**src/rtl/serial_bus_master_p.sv**
```systemverilog
// serial_bus_master_p: parametrised serial bus master.
// Takes one read or write command from the user side and requests the shared bus.
// It then sends a slave-select prefix of SEL_W address MSBs and waits for the slave.
// The wait is bounded and the prefix is retried a bounded number of times.
// After that it shifts out the rest of the address and the write data MSB-first,
// or shifts in the read data.
//
// Ports:
//   clock, reset_n      clock (posedge) and async active-low reset
//   start, read_en      command request and direction (1 = read), sampled together
//   addr_in, data_in    command address and write data, sampled with start
//   bus_grant           arbiter grant
//   slave_ready         slave acknowledges prefix (only looked at in ACKWAIT)
//   slave_valid         read data starts next cycle (only looked at in RWAIT)
//   data_rx             serial read data, MSB-first
//   bus_req, valid      bus request / request-valid to arbiter
//   valid_s             frame-valid to slave
//   write_en_slave      ~read_en of the latched command
//   addr_tx, data_tx    serial address / write data lines
//   busy, done, err     status; err is held until the next accepted command
//   data_read           last successfully read word
//
// Build option: define SBM_PARITY_EN to append an even-parity bit to every data frame.
module serial_bus_master_p #(
  parameter int unsigned ADDR_W    = 14,
  parameter int unsigned DATA_W    = 8,
  parameter int unsigned SEL_W     = 2,
  parameter int unsigned TIMEOUT   = 16,
  parameter int unsigned MAX_RETRY = 3
) (
  input  logic              clock,
  input  logic              reset_n,
  input  logic              start,
  input  logic              read_en,
  input  logic [ADDR_W-1:0] addr_in,
  input  logic [DATA_W-1:0] data_in,
  input  logic              bus_grant,
  input  logic              slave_ready,
  input  logic              slave_valid,
  input  logic              data_rx,
  output logic              bus_req,
  output logic              valid,
  output logic              valid_s,
  output logic              write_en_slave,
  output logic              addr_tx,
  output logic              data_tx,
  output logic              busy,
  output logic              done,
  output logic              err,
  output logic [DATA_W-1:0] data_read
);

`ifdef SBM_PARITY_EN
  localparam int unsigned ParBits = 1;
`else
  localparam int unsigned ParBits = 0;
`endif
  localparam int unsigned FrameW = DATA_W + ParBits;
  localparam int unsigned CntMax = (ADDR_W > FrameW) ? ADDR_W : FrameW;
  localparam int unsigned CntW   = $clog2(CntMax + 1);
  localparam int unsigned WaitW  = $clog2(TIMEOUT + 1);
  localparam int unsigned RetryW = (MAX_RETRY > 0) ? $clog2(MAX_RETRY + 1) : 1;

  typedef enum logic [3:0] {
    StIdle, StReq, StPrefix, StAckWait, StAddr, StWData, StRWait, StRData, StDone
  } state_e;

  state_e              state_q, state_d;
  logic [CntW-1:0]     cnt_q, cnt_d;
  logic [WaitW-1:0]    wait_q, wait_d;
  logic [RetryW-1:0]   retry_q, retry_d;
  logic [ADDR_W-1:0]   addr_lat_q, addr_lat_d;
  logic [ADDR_W-1:0]   addr_sh_q, addr_sh_d;
  logic [FrameW-1:0]   tx_sh_q, tx_sh_d;
  logic [FrameW-1:0]   rx_sh_q, rx_sh_d;
  logic                rd_q, rd_d;
  logic                bus_req_q, bus_req_d;
  logic                valid_q, valid_d;
  logic                valid_s_q, valid_s_d;
  logic                we_q, we_d;
  logic                addr_tx_q, addr_tx_d;
  logic                data_tx_q, data_tx_d;
  logic                busy_q, busy_d;
  logic                done_q, done_d;
  logic                err_q, err_d;
  logic [DATA_W-1:0]   data_read_q, data_read_d;

  always_comb begin
    state_d     = state_q;
    cnt_d       = cnt_q;
    wait_d      = wait_q;
    retry_d     = retry_q;
    addr_lat_d  = addr_lat_q;
    addr_sh_d   = addr_sh_q;
    tx_sh_d     = tx_sh_q;
    rx_sh_d     = rx_sh_q;
    rd_d        = rd_q;
    we_d        = we_q;
    err_d       = err_q;
    data_read_d = data_read_q;

    unique case (state_q)
      StIdle: begin
        if (start && !busy_q) begin
          addr_lat_d = addr_in;
          addr_sh_d  = addr_in;
`ifdef SBM_PARITY_EN
          tx_sh_d    = {data_in, ^data_in};
`else
          tx_sh_d    = data_in;
`endif
          rd_d       = read_en;
          we_d       = ~read_en;
          err_d      = 1'b0;
          retry_d    = '0;
          state_d    = StReq;
        end
      end
      StReq: begin
        if (bus_grant) begin
          cnt_d   = '0;
          state_d = StPrefix;
        end
      end
      StPrefix: begin
        // Shifter MSB is always the bit on the wire this cycle.
        addr_sh_d = addr_sh_q << 1;
        if (cnt_q == CntW'(SEL_W - 1)) begin
          cnt_d   = '0;
          wait_d  = '0;
          state_d = StAckWait;
        end else begin
          cnt_d = cnt_q + CntW'(1);
        end
      end
      StAckWait: begin
        if (slave_ready) begin
          cnt_d   = '0;
          state_d = StAddr;
        end else if (wait_q == WaitW'(TIMEOUT - 1)) begin
          if (retry_q < RetryW'(MAX_RETRY)) begin
            retry_d   = retry_q + RetryW'(1);
            addr_sh_d = addr_lat_q;
            cnt_d     = '0;
            state_d   = StPrefix;
          end else begin
            err_d   = 1'b1;
            state_d = StDone;
          end
        end else begin
          wait_d = wait_q + WaitW'(1);
        end
      end
      StAddr: begin
        addr_sh_d = addr_sh_q << 1;
        if (cnt_q == CntW'(ADDR_W - SEL_W - 1)) begin
          cnt_d  = '0;
          wait_d = '0;
          state_d = rd_q ? StRWait : StWData;
        end else begin
          cnt_d = cnt_q + CntW'(1);
        end
      end
      StWData: begin
        tx_sh_d = tx_sh_q << 1;
        if (cnt_q == CntW'(FrameW - 1)) state_d = StDone;
        else                            cnt_d   = cnt_q + CntW'(1);
      end
      StRWait: begin
        if (slave_valid) begin
          cnt_d   = '0;
          state_d = StRData;
        end else if (wait_q == WaitW'(TIMEOUT - 1)) begin
          err_d   = 1'b1;
          state_d = StDone;
        end else begin
          wait_d = wait_q + WaitW'(1);
        end
      end
      StRData: begin
        rx_sh_d = (rx_sh_q << 1) | FrameW'(data_rx);
        if (cnt_q == CntW'(FrameW - 1)) begin
          state_d = StDone;
`ifdef SBM_PARITY_EN
          // Data plus its even-parity bit must XOR to zero.
          if (^rx_sh_d) err_d       = 1'b1;
          else          data_read_d = rx_sh_d[FrameW-1 -: DATA_W];
`else
          data_read_d = rx_sh_d;
`endif
        end else begin
          cnt_d = cnt_q + CntW'(1);
        end
      end
      StDone:  state_d = StIdle;
      default: state_d = StIdle;
    endcase

    // Outputs are registered copies of what the next state implies.
    busy_d    = (state_d != StIdle);
    done_d    = (state_d == StDone);
    valid_d   = (state_d == StReq);
    bus_req_d = !(state_d inside {StIdle, StDone});
    valid_s_d = !(state_d inside {StIdle, StReq, StDone});
    addr_tx_d = (state_d inside {StPrefix, StAddr}) && addr_sh_d[ADDR_W-1];
    data_tx_d = (state_d == StWData) && tx_sh_d[FrameW-1];
  end

  always_ff @(posedge clock or negedge reset_n) begin
    if (!reset_n) begin
      state_q     <= StIdle;
      cnt_q       <= '0;
      wait_q      <= '0;
      retry_q     <= '0;
      addr_lat_q  <= '0;
      addr_sh_q   <= '0;
      tx_sh_q     <= '0;
      rx_sh_q     <= '0;
      rd_q        <= 1'b0;
      we_q        <= 1'b0;
      bus_req_q   <= 1'b0;
      valid_q     <= 1'b0;
      valid_s_q   <= 1'b0;
      addr_tx_q   <= 1'b0;
      data_tx_q   <= 1'b0;
      busy_q      <= 1'b0;
      done_q      <= 1'b0;
      err_q       <= 1'b0;
      data_read_q <= '0;
    end else begin
      state_q     <= state_d;
      cnt_q       <= cnt_d;
      wait_q      <= wait_d;
      retry_q     <= retry_d;
      addr_lat_q  <= addr_lat_d;
      addr_sh_q   <= addr_sh_d;
      tx_sh_q     <= tx_sh_d;
      rx_sh_q     <= rx_sh_d;
      rd_q        <= rd_d;
      we_q        <= we_d;
      bus_req_q   <= bus_req_d;
      valid_q     <= valid_d;
      valid_s_q   <= valid_s_d;
      addr_tx_q   <= addr_tx_d;
      data_tx_q   <= data_tx_d;
      busy_q      <= busy_d;
      done_q      <= done_d;
      err_q       <= err_d;
      data_read_q <= data_read_d;
    end
  end

  assign bus_req        = bus_req_q;
  assign valid          = valid_q;
  assign valid_s        = valid_s_q;
  assign write_en_slave = we_q;
  assign addr_tx        = addr_tx_q;
  assign data_tx        = data_tx_q;
  assign busy           = busy_q;
  assign done           = done_q;
  assign err            = err_q;
  assign data_read      = data_read_q;

endmodule

```
**config.mk**
```make
export PLATFORM = sky130hd
export DESIGN_NAME = serial_bus_master_p
export DESIGN_NICKNAME = d
export VERILOG_FILES = /design/src/rtl/serial_bus_master_p.sv
export SDC_FILE = /design/constraint.sdc
export NUM_CORES = 1
export LEC_CHECK = 0
export ABC_CLOCK_PERIOD_IN_PS = 5800
export BUFFER_PORTS_ARGS = -buffer_cell sky130_fd_sc_hd__buf_2
export CAP_MARGIN = 20
export CORE_UTILIZATION = 40
export CTS_CLUSTER_SIZE = 12
export DETAILED_ROUTE_END_ITERATION = 12
export SETUP_SLACK_MARGIN = 0.05
export SLEW_MARGIN = 5
export SYNTH_ARGS = -nofsm -noshare
export SYNTH_HDL_FRONTEND = slang
export SYNTH_SLANG_ARGS = --single-unit
```
**constraint.sdc**
```tcl
create_clock -name clock -period 5.8 [get_ports clock]
set_input_delay 0 -clock clock [delete_from_list [all_inputs] [get_ports clock]]
set_output_delay 0 -clock clock [all_outputs]
set_load 0.005 [all_outputs]
```
## Word level (Yosys, flattened, before mapping)

Index checks and enable logic that the tools add are counted.

| word-level totals | value |
|---|---|
| word-level logic and storage cells | 131 |
| input port bits | 30 |
| memory bits (writable) | 0 |
| memories | 0 |
| latch bits | 0 |
| ROM bits | 0 |
| flip-flop bits (word level) | 76 |

| operators by class | value |
|---|---|
| order comparisons | 1 |
| $mul | 0 |
| equal/unequal tests | 30 |
| reductions and logical operators | 28 |
| bitwise gates (word level) | 2 |
| divide/modulo/power cells | 0 |
| add/sub/neg operators | 3 |
| shift-type cells | 0 |
| multiplexer cells | 46 |

Operators with widths:

| cell | number |
|---|---|
| two-way mux 4 bit | 18 |
| two-way mux 14 bit | 4 |
| one-hot mux 14 bit (3 select lines) | 1 |
| equality test 4 x 3 -> 1 bit (second input constant) | 7 |
| one-hot mux 4 bit (7 select lines) | 1 |
| two-way mux 5 bit | 5 |
| != test 2 bit (second input constant) | 12 |
| one-hot mux 4 bit (6 select lines) | 1 |
| one-hot mux 5 bit (4 select lines) | 1 |
| one-hot mux 8 bit (2 select lines) | 1 |
| AND reduction 5 bit | 3 |
| equality test 4 x 1 -> 1 bit (second input constant) | 3 |
| equality test 4 x 2 -> 1 bit (second input constant) | 3 |
| two-way mux 2 bit | 5 |
| nonzero test 3 bit | 3 |
| equality test 4 bit (second input constant) | 2 |
| logical NOT 4 bit | 2 |
| two-way mux 8 bit | 1 |
| bitwise OR 8 x 1 -> 8 bit | 1 |
| nonzero test 2 bit | 4 |
| nonzero test 4 bit | 2 |
| AND reduction 7 bit | 1 |
| two-way mux 1 bit | 6 |
| != test 3 bit (second input constant) | 2 |
| 14 further kinds | 21 |

## Depth between registers and ports, before layout

Gate-level depths: netlist (run 1).

| depth | value |
|---|---|
| depth after elaboration | 8 |
| gate-level depth with buffers | 9 |
| gate-level depth less buffers | 9 |

## Least setup slack after synthesis (run 1)

OpenSTA, ideal clock, no wires.

| timing | value |
|---|---|
| kind | reg-to-reg |
| from | reg wait_q[0] |
| to | reg addr_sh_q[3] |
| data arrival time | 2.069 ns |
| data required time | 5.731 ns |
| path slack | 3.662 ns |
| buffers on the path | 1 |
| period minus slack after synthesis | 2.138 ns |
| stages on the path, launching flop included | 10 |
| cells stage by stage | dfrtp_1 ha_1 and3_1 ha_1 nor2b_1 and3_1 o221ai_1 clkbuf_1 nand2_1 nand3_1 |

| between the ends | value |
|---|---|
| word-level cells in the longest chain between the ends | 3 |

Ends and longest elaborated chain:

| what | line | RTL |
|---|---|---|
| start, declared | 70 | `logic [WaitW-1:0] wait_q, wait_d;` |
| start signal, assigned | 233 | `wait_q <= wait_d;` |
| equality test 5 x 4 -> 1 bit | 140 | `end else if (wait_q == WaitW'(TIMEOUT - 1)) begin` |
| != test 2 bit (no line) | -- |  |
| AND reduction 5 bit (no line) | -- |  |
| end signal, assigned | 236 | `addr_sh_q <= addr_sh_d;` |
| end, declared | 73 | `logic [ADDR_W-1:0] addr_sh_q, addr_sh_d;` |

No other way between the ends.
A chain may end at the register's enable or synchronous reset.

## Final worst setup path (run 1)

| timing | value |
|---|---|
| from | reg wait_q[0] |
| to | reg addr_tx_q, in the netlist addr_tx |

| between the ends | value |
|---|---|
| elaborated cells on any way between the ends | 13 |
| classes of those cells | eq/ne (3); mux (8); reduce/logical (2) |

RTL lines:

| what | line | RTL |
|---|---|---|
| equality test 5 x 4 -> 1 bit | 140 |  |
| two-way mux 14 bit | 140 |  |
| two-way mux 14 bit | 137 | `if (slave_ready) begin` |
| one-hot mux 14 bit (3 select lines) | 102 | `unique case (state_q)` |
| named net addr_sh_d[13] | 73 |  |
| logical AND 1 bit | 205 | `addr_tx_d = (state_d inside {StPrefix, StAddr}) && addr_sh_d[ADDR_W-1];` |
| named net addr_tx_d | 81 | `logic addr_tx_q, addr_tx_d;` |
| end signal, assigned | 244 | `addr_tx_q <= addr_tx_d;` |
| end, declared | 81 |  |

The timed path passes the listed nets, and every way through them passes these cells. The select of a mux whose other input is x is not followed.

==> results by group, run 1 <==
Clock network
  – Clock transition at path regs: 0.08 ns
  – Depth of the CTS H-tree: 3
  – Clk_lat worst skew: 0.35 ns
  – Clk sinks: 76
  – Total CTS buffers: 9
  – # hold bufs at CTS: 25
  – Setup Buffers After CTS: 0
  – Post_cts resized: 0
  – TritonCTS clock tree: done
  – Clock Path Buffers: 2
  – Root Driver: clkbuf_8

Worst setup path
  – CP max FO: 8
  – Slowest-stage cell, CP: dfrtp_1
  – Startpoint types: flop
  – Stages on worst setup path: 9
  – Required time worst endpoint: 6.03 ns
  – Cell chain of the critical path: ha_1 > and3_1 > ha_1 > nor2b_1 > and3_1 > o221ai_1 > buf_4 > a221o_1 > nor3b_1
  – Crit. End Element: flop
  – Crit path max-delay family: simple AND/OR/NAND/NOR gates
  – Worst path bufs/invs: 1
  – FF-to-FF End: addr_tx
  – Arr. time, crit path: 2.95 ns
  – CP startpoint: wait_q[0]
  – Worst r2r path cells: 9
  – Setup crit end: addr_tx
  – Reg2Reg Setup Slack: 3.08 ns
  – Launch point of the worst reg-to-reg path: wait_q[0]
  – Worst path max stage delay: 0.40 ns
  – WS Path Type: reg -> reg

Placement
  – Routability cong.: 0.889
  – Place WS: 2.88 ns
  – DP Area: 3950 um2
  – Port Buf Inserts: 46
  – Placed insts: 490
  – Dpl hpwl: 5.24 mm

Yosys
  – Synth unique cells: 61
  – Avg Cell Area, Syn: 10.5 um2
  – Post-synthesis sequential area ratio: 0.517
  – Ys flop type: dfrtp_1
  – Post-synthesis cell count: 350
  – Synthesized flop and latch total: 76
  – Mapped Area: 3680 um2
  – Post-synth EDFFs: 0
  – YS warnings: 0
  – Post-Syn Nets: 386
  – Asr flop ratio synth: 1.00

STA
  – Clock Skew: 0.00946 ns
  – Hold violation total from the final report: 0
  – # setup viols final: 0
  – Slew HR: 0.370
  – F_max: 0.368 GHz
  – Final min period: 2.72 ns
  – Setup ws final: 3.08 ns
  – Max Slew Vio Count: 0
  – TNS Setup: 0 ns
  – RSZ-0062 raised after global routing: false
  – Slew @ Worst Pin: 0.946 ns
  – WHS: 0.0318 ns
  – Final period util: 0.469

Outcome
  – Failing checks: DRC
  – Status: finished, violations left

Cells and area
  – Post-route cell area: 4400 um2
  – Final core utilization: 0.500
  – Commonest non-fill, non-tap cells in the layout: nand2_1, dfrtp_1, buf_2
  – Leading cell type in the layout, fill and taps excluded: nand2_1
  – Non-filler cells, final: 532
  – Area Overhead vs Synth: 19.7%
  – Net total in the final layout: 455
  – N_diodes: 0
  – Proportion of layout cells with a drive suffix above 1: 0.222

Die
  – Row Count: 34
  – Initial Util: 0.418
  – Width of the die: 97.9 um
  – Die Ht: 97.9 um
  – Num ports: 47
  – Core Area: 8810 um2
  – DIE AREA: 9580 um2

Routing
  – Drt pass-1 iters: 8
  – Routed WL: 7.96 mm
  – Routed len/inst: 15.0 um
  – Post-DRT Antenna Nets: 0
  – Vias after detailed routing: 2825
  – Vias per cell: 5.31
  – DR iter-0 viols: 301
  – Remaining routing DRC violations: 3

Global routing
  – Met1 Track Usage GR: 0.256
  – Pin count of the biggest net entering global routing: 77
  – Vias in the first global route: 2859
  – Met2 Use GR: 0.272
  – Initial antenna violation count: 0
  – GR peak layer: met2
  – Overall routing resource usage: 0.182
  – Total gr overflow: 0
  – GR Layer Usage met3: 0.0494
  – First-pass GRT wire length: 13.9 mm

Pwr
  – Leakage: 2.15 nW
  – PwrDens: 447 nW/um2
  – Total Power: 1.97 mW
  – Worst VDD drop: 0.000201 V

Flow run
  – Max Cap Viol: 0

Worst hold path
  – Worst Hold Class: in -> reg
state kept, by name, indices dropped and copies added (netlist names), 2 cells and up:
name        flops
data_read       8
addr_lat_q     14
rx_sh_q         7
state_q         4
tx_sh_q         8
addr_sh_q      14
cnt_q           4
retry_q         2
wait_q          5
layer usage:
| layer | wire [um] | vias up | part of all wire |
|---|---|---|---|
| li1 | - | 1387 | - |
| met1 | 3880 | 1362 | 0.49 |
| met2 | 3590 | 71 | 0.45 |
| met3 | 427 | 5 | 0.054 |
| met4 | 63 | 0 | 0.0079 |
| met5 | 0 | - | 0 |
worst reg2reg max path, stage by stage, from the launching register on:
cell and delay [ns]:
dfrtp_1 0.40, ha_1 0.20, and3_1 0.19, ha_1 0.22, nor2b_1 0.29, and3_1 0.20
o221ai_1 0.31, buf_4 0.30, a221o_1 0.36, nor3b_1 0.14
worst min-delay path by stage:
stage,start,to,depth (start not counted)
floorplan,reset_n,addr_lat_q[0],0
global placement,addr_in[8],addr_lat_q[8],3
detailed placement,read_en,rd_q,3
CTS,bus_grant,valid,3
global route,bus_grant,valid,3
finish,bus_grant,valid,3
cell usage after synthesis, types with 2 or more instances:
master    instances  share of area
a21oi_1           5         0.0068
a221o_1           2         0.0054
a222oi_1          6          0.016
a22o_1            3         0.0071
a22oi_1          13          0.027
a31oi_1           2         0.0034
and2_1            2         0.0034
and3_1            4         0.0068
and3b_1           5          0.012
and4_1            2         0.0048
buf_2             3         0.0041
buf_6             6          0.018
clkbuf_1          5         0.0051
dfrtp_1          76           0.52
ha_1              6          0.020
inv_1            12          0.012
mux2_2           16          0.049
mux2i_1           2         0.0054
nand2_1          88          0.090
nand2b_1          4         0.0068
nand3_1          13          0.018
nand3b_1          2         0.0041
nor2_1           10          0.010
nor2b_1           5         0.0085
nor3b_1           4         0.0082
nor4b_1           3         0.0071
o21ai_0           7         0.0095
o21ai_1           4         0.0054
o21ai_2           3         0.0071
o221ai_1          2         0.0048
o22ai_1           3         0.0051
or4b_1            2         0.0054
xor2_1            2         0.0048
area by class of cell:
type	count	area, um2
clock buffers	11	131
clock inverters	5	62.6
fillers	813	4400
inverters	13	48.8
multi-input cells	246	1630
flip-flops and latches	76	1900
well taps	108	135
repair buffers	73	498
report_power, final:
part | internal (mW) | total (mW) | switching [mW]
Combinational | 0.302 | 0.687 | 0.385
Sequential | 0.720 | 0.880 | 0.159
Clock | 0.201 | 0.400 | 0.200
Total | 1.22 | 1.97 | 0.744
kinds of logic (layout without fill, tap and decap cells):
| kind of cell | Yosys count | in the layout | synth area share |
|---|---|---|---|
| simple gates | 158 | 158 | 0.227 |
| flops | 76 | 76 | 0.517 |
| compound gates | 62 | 62 | 0.134 |
| buf+inv | 28 | 102 | 0.0429 |
| mux | 18 | 18 | 0.0544 |
| fa+ha+maj | 6 | 6 | 0.0204 |
| xor+xnor | 2 | 2 | 0.00476 |
Power figures use the tool's default switching activity.
==> inputs of run 2 (changes only) <==
ABC_CLOCK_PERIOD_IN_PS = 2630   (was 5800)
clock period = 2.63 ns   (was 5.8 ns; I/O delays follow)
==> run 2 against run 1 <==
The flow still finishes with violations (DRC). Non-clock buffer count is 4 higher. Critical path type unchanged. Die area stayed put. Hold slack better by 0.017 ns. Wire length is 1.0% higher. Sequential power is 120% higher. Clock power is 130% higher. Via count is 1.2% higher.
==> results by group, run 2 (same netlist as run 1, synthesis figures left out) <==
Worst setup path
  – CP max FO: 4
  – Required time worst endpoint: 2.90 ns
  – Startpoint types: flop
  – Worst path max stage delay: 0.39 ns
  – Arr. time, crit path: 2.64 ns
  – Crit. End Element: flop
  – WS Path Type: reg -> reg
  – Slowest-stage cell, CP: dfrtp_1
  – Cell chain of the critical path: ha_1 > and3_1 > ha_1 > nor2b_1 > o22ai_1 > and4b_1 > inv_2 > o31a_4 > a31oi_1
  – Most frequent cell on the critical path: ha_1

STA
  – Clock Skew: 0.0103 ns
  – Max Slew Vio Count: 0
  – RSZ-0062 raised after global routing: false
  – # setup viols final: 0
  – TNS Setup: 0 ns
  – Slew @ Worst Pin: 0.947 ns
  – Final min period: 2.37 ns
  – F_max: 0.421 GHz
  – Slew HR: 0.369
  – Hold violation total from the final report: 0
  – Final period util: 0.903

Die
  – DIE AREA: 9580 um2
  – Row Count: 34
  – Core Area: 8810 um2
  – Width of the die: 97.9 um
  – Num ports: 47
  – Initial Util: 0.418
  – Die Ht: 97.9 um

Clock network
  – Total CTS buffers: 9
  – Clock Path Buffers: 2
  – Depth of the CTS H-tree: 3
  – Clk_lat worst skew: 0.35 ns
  – TritonCTS clock tree: done
  – Root Driver: clkbuf_8
  – Clk sinks: 76
  – Post_cts resized: 0
  – Clock transition at path regs: 0.08 ns

Global routing
  – Overall routing resource usage: 0.183
  – First-pass GRT wire length: 13.8 mm
  – Met1 Track Usage GR: 0.249
  – Total gr overflow: 0
  – Met2 Use GR: 0.275
  – Initial antenna violation count: 0
  – GR Layer Usage met3: 0.0573
  – GR peak layer: met2
  – Pin count of the biggest net entering global routing: 77
  – Vias in the first global route: 2882

Cells and area
  – Area Overhead vs Synth: 20.7%
  – Proportion of layout cells with a drive suffix above 1: 0.229
  – Non-filler cells, final: 536
  – Net total in the final layout: 459
  – Biggest regs: addr_lat_q: 14 flops, addr_sh_q: 14 flops
  – N_diodes: 0
  – Commonest non-fill, non-tap cells in the layout: nand2_1, dfrtp_1, buf_2
  – Fillers: 808
  – Leading cell type in the layout, fill and taps excluded: nand2_1

Outcome
  – Failing checks: DRC
  – Status: finished, violations left

Pwr
  – PwrDens: 986 nW/um2
  – Leakage: 2.18 nW
  – Worst VDD drop: 0.000377 V

Routing
  – Remaining routing DRC violations: 3
  – Vias after detailed routing: 2859
  – Post-DRT Antenna Nets: 0
  – Routed WL: 8.04 mm
  – Vias per cell: 5.33
  – DR iter-0 viols: 188
  – Drt pass-1 iters: 9
  – Routed len/inst: 15.0 um

Placement
  – Placed insts: 495
  – Port Buf Inserts: 46
  – Routability cong.: 0.874
  – Dpl hpwl: 5.34 mm

Worst hold path
  – Worst Hold Class: in -> reg

Flow run
  – Max Cap Viol: 0
-- run 2: repair_timing --
| action | CTS | global route |
|---|---|---|
| hold endpoints to repair | 115 | 0 |
| buffers inserted | 0 | 0 |
| hold buffers | 25 | 0 |
-- run 2: layer usage --
layer  wire length, um  part of all wire  up-vias
met5                 0                 0        -
met4                85             0.011        0
met3               389             0.048        6
met2              3680              0.46       72
met1              3890              0.48     1395
li1                  -                 -     1386
-- run 2: per-stage QoR --
step                      area [um2]  power (mW)  hold WS (ns)  setup slack [ns]  utilization
after global placement          3990        3.44         0.207             0.350        0.453
after detailed placement        3990        3.47         0.208             0.285        0.453
after CTS                       4440        4.42        0.0367             0.257        0.504
after global routing            4440        4.73        0.0357            0.0921        0.504
final                           4440        4.38        0.0491             0.255        0.504
after floorplan                 3680        3.05        -0.296             0.492            -
-- run 2: final timing paths --
| check | to | cells after the start | startpoint | slack (ns) |
|---|---|---|---|---|
| worst min-delay path | valid | 3 | bus_grant | 0.05 |
| min in group asynchronous | data_read[7] | 2 | reset_n | 0.34 |
| worst min register to register | write_en_slave | 2 | write_en_slave | 0.47 |
| max in group asynchronous | addr_sh_q[13] | 2 | reset_n | 1.67 |
| worst max register to register | cnt_q[2] | 9 | wait_q[0] | 0.26 |
| worst max-delay path | cnt_q[2] | 9 | wait_q[0] | 0.26 |
-- run 2: area by class of cell --
| cell class | count | area [um2] | share of cell area |
|---|---|---|---|
| flip-flops and latches | 76 | 1900 | 0.428 |
| multi-input cells | 246 | 1630 | 0.366 |
| repair buffers | 77 | 528 | 0.119 |
| clock buffers | 13 | 159 | 0.0358 |
| well taps | 108 | 135 | 0.0304 |
| inverters | 13 | 48.8 | 0.0110 |
| clock inverters | 3 | 43.8 | 0.00986 |
-- run 2: critical path: cells and delay by family (launching register included) --
| kind | cells | cell delay, ns |
|---|---|---|
| fa+ha+maj | 2 | 0.41 |
| buf+inv | 1 | 0.08 |
| flops | 1 | 0.39 |
| simple gates | 3 | 0.79 |
| compound gates | 3 | 0.64 |
-- run 2: power by group --
part | total [mW] | switching, mW | internal [mW]
combinational | 1.55 | 0.870 | 0.681
sequential | 1.92 | 0.330 | 1.59
clock | 0.909 | 0.416 | 0.493
==> inputs of run 3 (changes only) <==
ABC_AREA = 1   (was default)
==> run 3 against run 2 <==
The run now ends clean. Synthesized cell count is 27% higher. Critical path type unchanged. Area after synthesis is 0.82% higher. Sequential share of layout area shrank 0.75 points.
==> results by group, run 3 <==
Cells and area
  – Proportion of layout cells with a drive suffix above 1: 0.190
  – Net total in the final layout: 558
  – Commonest non-fill, non-tap cells in the layout: nand2_1, dfrtp_1, buf_2
  – Fillers: 870
  – Non-filler cells, final: 634
  – N_diodes: 0
  – Leading cell type in the layout, fill and taps excluded: nand2_1
  – Biggest regs: addr_lat_q: 14 flops, addr_sh_q: 14 flops
  – Area Overhead vs Synth: 21.9%

STA
  – TNS Setup: 0 ns
  – F_max: 0.481 GHz
  – # setup viols final: 0
  – Clock Skew: 0.00922 ns
  – Final min period: 2.08 ns
  – Slew HR: 0.362
  – RSZ-0062 raised after global routing: false
  – Hold violation total from the final report: 0
  – Slew @ Worst Pin: 0.957 ns
  – Final period util: 0.790
  – Max Slew Vio Count: 0

Pwr
  – Clock share of power: 0.222
  – Leakage: 2.25 nW
  – PwrDens: 963 nW/um2
  – Sw Pwr: 1.73 mW
  – Logic pwr share: 0.372
  – Sw Share: 0.396
  – Sequential power share: 0.406
  – Pint: 2.63 mW
  – Worst VDD drop: 0.000313 V

Die
  – Core Area: 8850 um2
  – Initial Util: 0.419
  – Num ports: 47
  – DIE AREA: 9660 um2
  – Row Count: 34
  – Width of the die: 98.3 um
  – Die Ht: 98.3 um

Placement
  – Port Buf Inserts: 46
  – Routability cong.: 0.877
  – Placed insts: 594
  – Dpl hpwl: 5.96 mm

Global routing
  – Initial antenna violation count: 0
  – Vias in the first global route: 3048
  – Total gr overflow: 0
  – First-pass GRT wire length: 14.3 mm
  – Pin count of the biggest net entering global routing: 77
  – Overall routing resource usage: 0.191

Routing
  – Routed WL: 8.42 mm
  – Routed len/inst: 13.3 um
  – Drt pass-1 iters: 6
  – Vias after detailed routing: 3129
  – Vias per cell: 4.94
  – Post-DRT Antenna Nets: 0
  – Remaining routing DRC violations: 0
  – DR iter-0 viols: 153

Clock network
  – Clk_lat worst skew: 0.36 ns
  – Total CTS buffers: 9
  – Clock transition at path regs: 0.08 ns
  – Setup Buffers After CTS: 0
  – Root Driver: clkbuf_8
  – Clk sinks: 76
  – Clock Path Buffers: 2
  – Depth of the CTS H-tree: 3
  – TritonCTS clock tree: done

Outcome
  – Status: finished, final reports clean

Worst setup path
  – FF-to-FF End: addr_sh_q[5]
  – WS Path Type: reg -> reg
  – Setup crit end: addr_sh_q[5]
  – CP startpoint: wait_q[0]
  – Required time worst endpoint: 2.92 ns
  – Launch point of the worst reg-to-reg path: wait_q[0]
  – Crit. End Element: flop
  – Reg2Reg Setup Slack: 0.55 ns
  – Arr. time, crit path: 2.37 ns
  – Worst r2r path cells: 12
  – Startpoint types: flop
  – CP max FO: 10

Yosys
  – Top-area cell type share of the netlist area: 0.513
  – Asr flop ratio synth: 1.00
  – Post-synthesis cell count: 446
  – Area contributors post-synth: dfrtp_1, nand2_1, o21ai_0, inv_1, nand3_1
  – YS warnings: 0
  – Post-synthesis sequential area ratio: 0.513
  – Synth cell count leaders: nand2_1, dfrtp_1, inv_1, o21ai_0, nand3_1
  – Mapped Area: 3710 um2
  – Synthesized flop and latch total: 76
  – Synth unique cells: 31
  – Count leader, synth: nand2_1
  – Post-Syn Nets: 482
  – Post-synth EDFFs: 0
  – Ys flop type: dfrtp_1
  – Avg Cell Area, Syn: 8.32 um2
  – Synth area leader: dfrtp_1

Worst hold path
  – Worst Hold Class: in -> reg

Flow run
  – Max Cap Viol: 0
-- run 3: changes by cell type after synthesis, moves of 7 or more --
cell,previous run,this run
a221oi_1,0,7
nor2_1,10,26
nand2_1,88,130
inv_2,1,8
nor2_2,1,8
mux2_2,16,1
o21ai_0,7,35
nand3_1,13,29
inv_1,12,43
o21ai_1,4,14
-- run 3: cell families (layout without fill, tap and decap cells) --
| logic type | Yosys count | in the layout | share of synthesized area |
|---|---|---|---|
| and+or+nand+nor | 218 | 218 | 0.266 |
| muxes | 1 | 1 | 0.00304 |
| AOI/OAI and AO/OA | 80 | 80 | 0.125 |
| adders and majority gates | 6 | 6 | 0.0202 |
| buffers and inverters | 62 | 142 | 0.0661 |
| DFF | 76 | 76 | 0.513 |
| xor gates and xnor gates | 3 | 3 | 0.00709 |
-- run 3: layout make-up --
class	instances	area [um2]	share of cell area
flip-flops and latches	76	1900	0.421
repair buffers	75	513	0.113
clock inverters	6	90.1	0.0199
clock buffers	9	124	0.0274
inverters	52	195	0.0432
well taps	108	135	0.0299
multi-input cells	308	1560	0.345
-- run 3: worst min path at each step --
| stage | start | endpoint | slack, ns | depth (start not counted) |
|---|---|---|---|---|
| 2_1_floorplan | reset_n | addr_lat_q[0] | -0.30 | 0 |
| 3_3_place_gp | data_in[0] | tx_sh_q[0] | 0.21 | 3 |
| 3_5_place_dp | read_en | write_en_slave | 0.21 | 2 |
| 4_1_cts | bus_grant | valid_s | 0.01 | 5 |
| 5_1_grt | bus_grant | valid_s | 0.06 | 5 |
| 6_report | bus_grant | valid_s | 0.02 | 5 |
-- run 3: critical path, cell delays in order (launching register included) --
cell and delay (ns):
dfrtp_1 0.39, ha_1 0.19, nand2_1 0.06, nor2_1 0.14
ha_1 0.21, inv_1 0.08, nor2_1 0.13, nand2_1 0.14
nor2_4 0.25, inv_2 0.11, o21ai_0 0.19, a21oi_1 0.06
nand2_1 0.06
-- run 3: per-layer routing --
layer | global-route usage | share of wire | up-vias | wire length [um]
li1 | - | - | 1597 | -
met1 | 0.261 | 0.49 | 1466 | 4150
met2 | 0.293 | 0.45 | 53 | 3820
met3 | 0.0365 | 0.029 | 13 | 241
met4 | 0.0930 | 0.024 | 0 | 204
met5 | 0 | 0 | - | 0
-- run 3: metrics by stage --
stage                     hold slack, ns  area [um2]  total power [mW]  worst slack, ns   util
final                             0.0228        4520              4.35            0.553  0.511
after global routing              0.0599        4520              4.73            0.233  0.511
after CTS                         0.0108        4520              4.40            0.558  0.511
after detailed placement           0.213        4060              3.39            0.594  0.458
after global placement             0.206        4060              3.35            0.633  0.458
after floorplan                   -0.296        3710              2.93            0.883      -
-- run 3: timing repair --
action,in CTS,in global routing
endpoints found under the hold margin,113,0
gates resized for setup,0,0
hold buffers,25,0
-- run 3: power by group through the flow --
stage	clock network (mW)	logic, mW	registers, mW
after floorplan	0	1.20	1.73
after global placement	0	1.57	1.79
after detailed placement	0	1.60	1.79
after CTS	0.995	1.63	1.77
after global routing	1.04	1.88	1.82
final	0.966	1.62	1.77
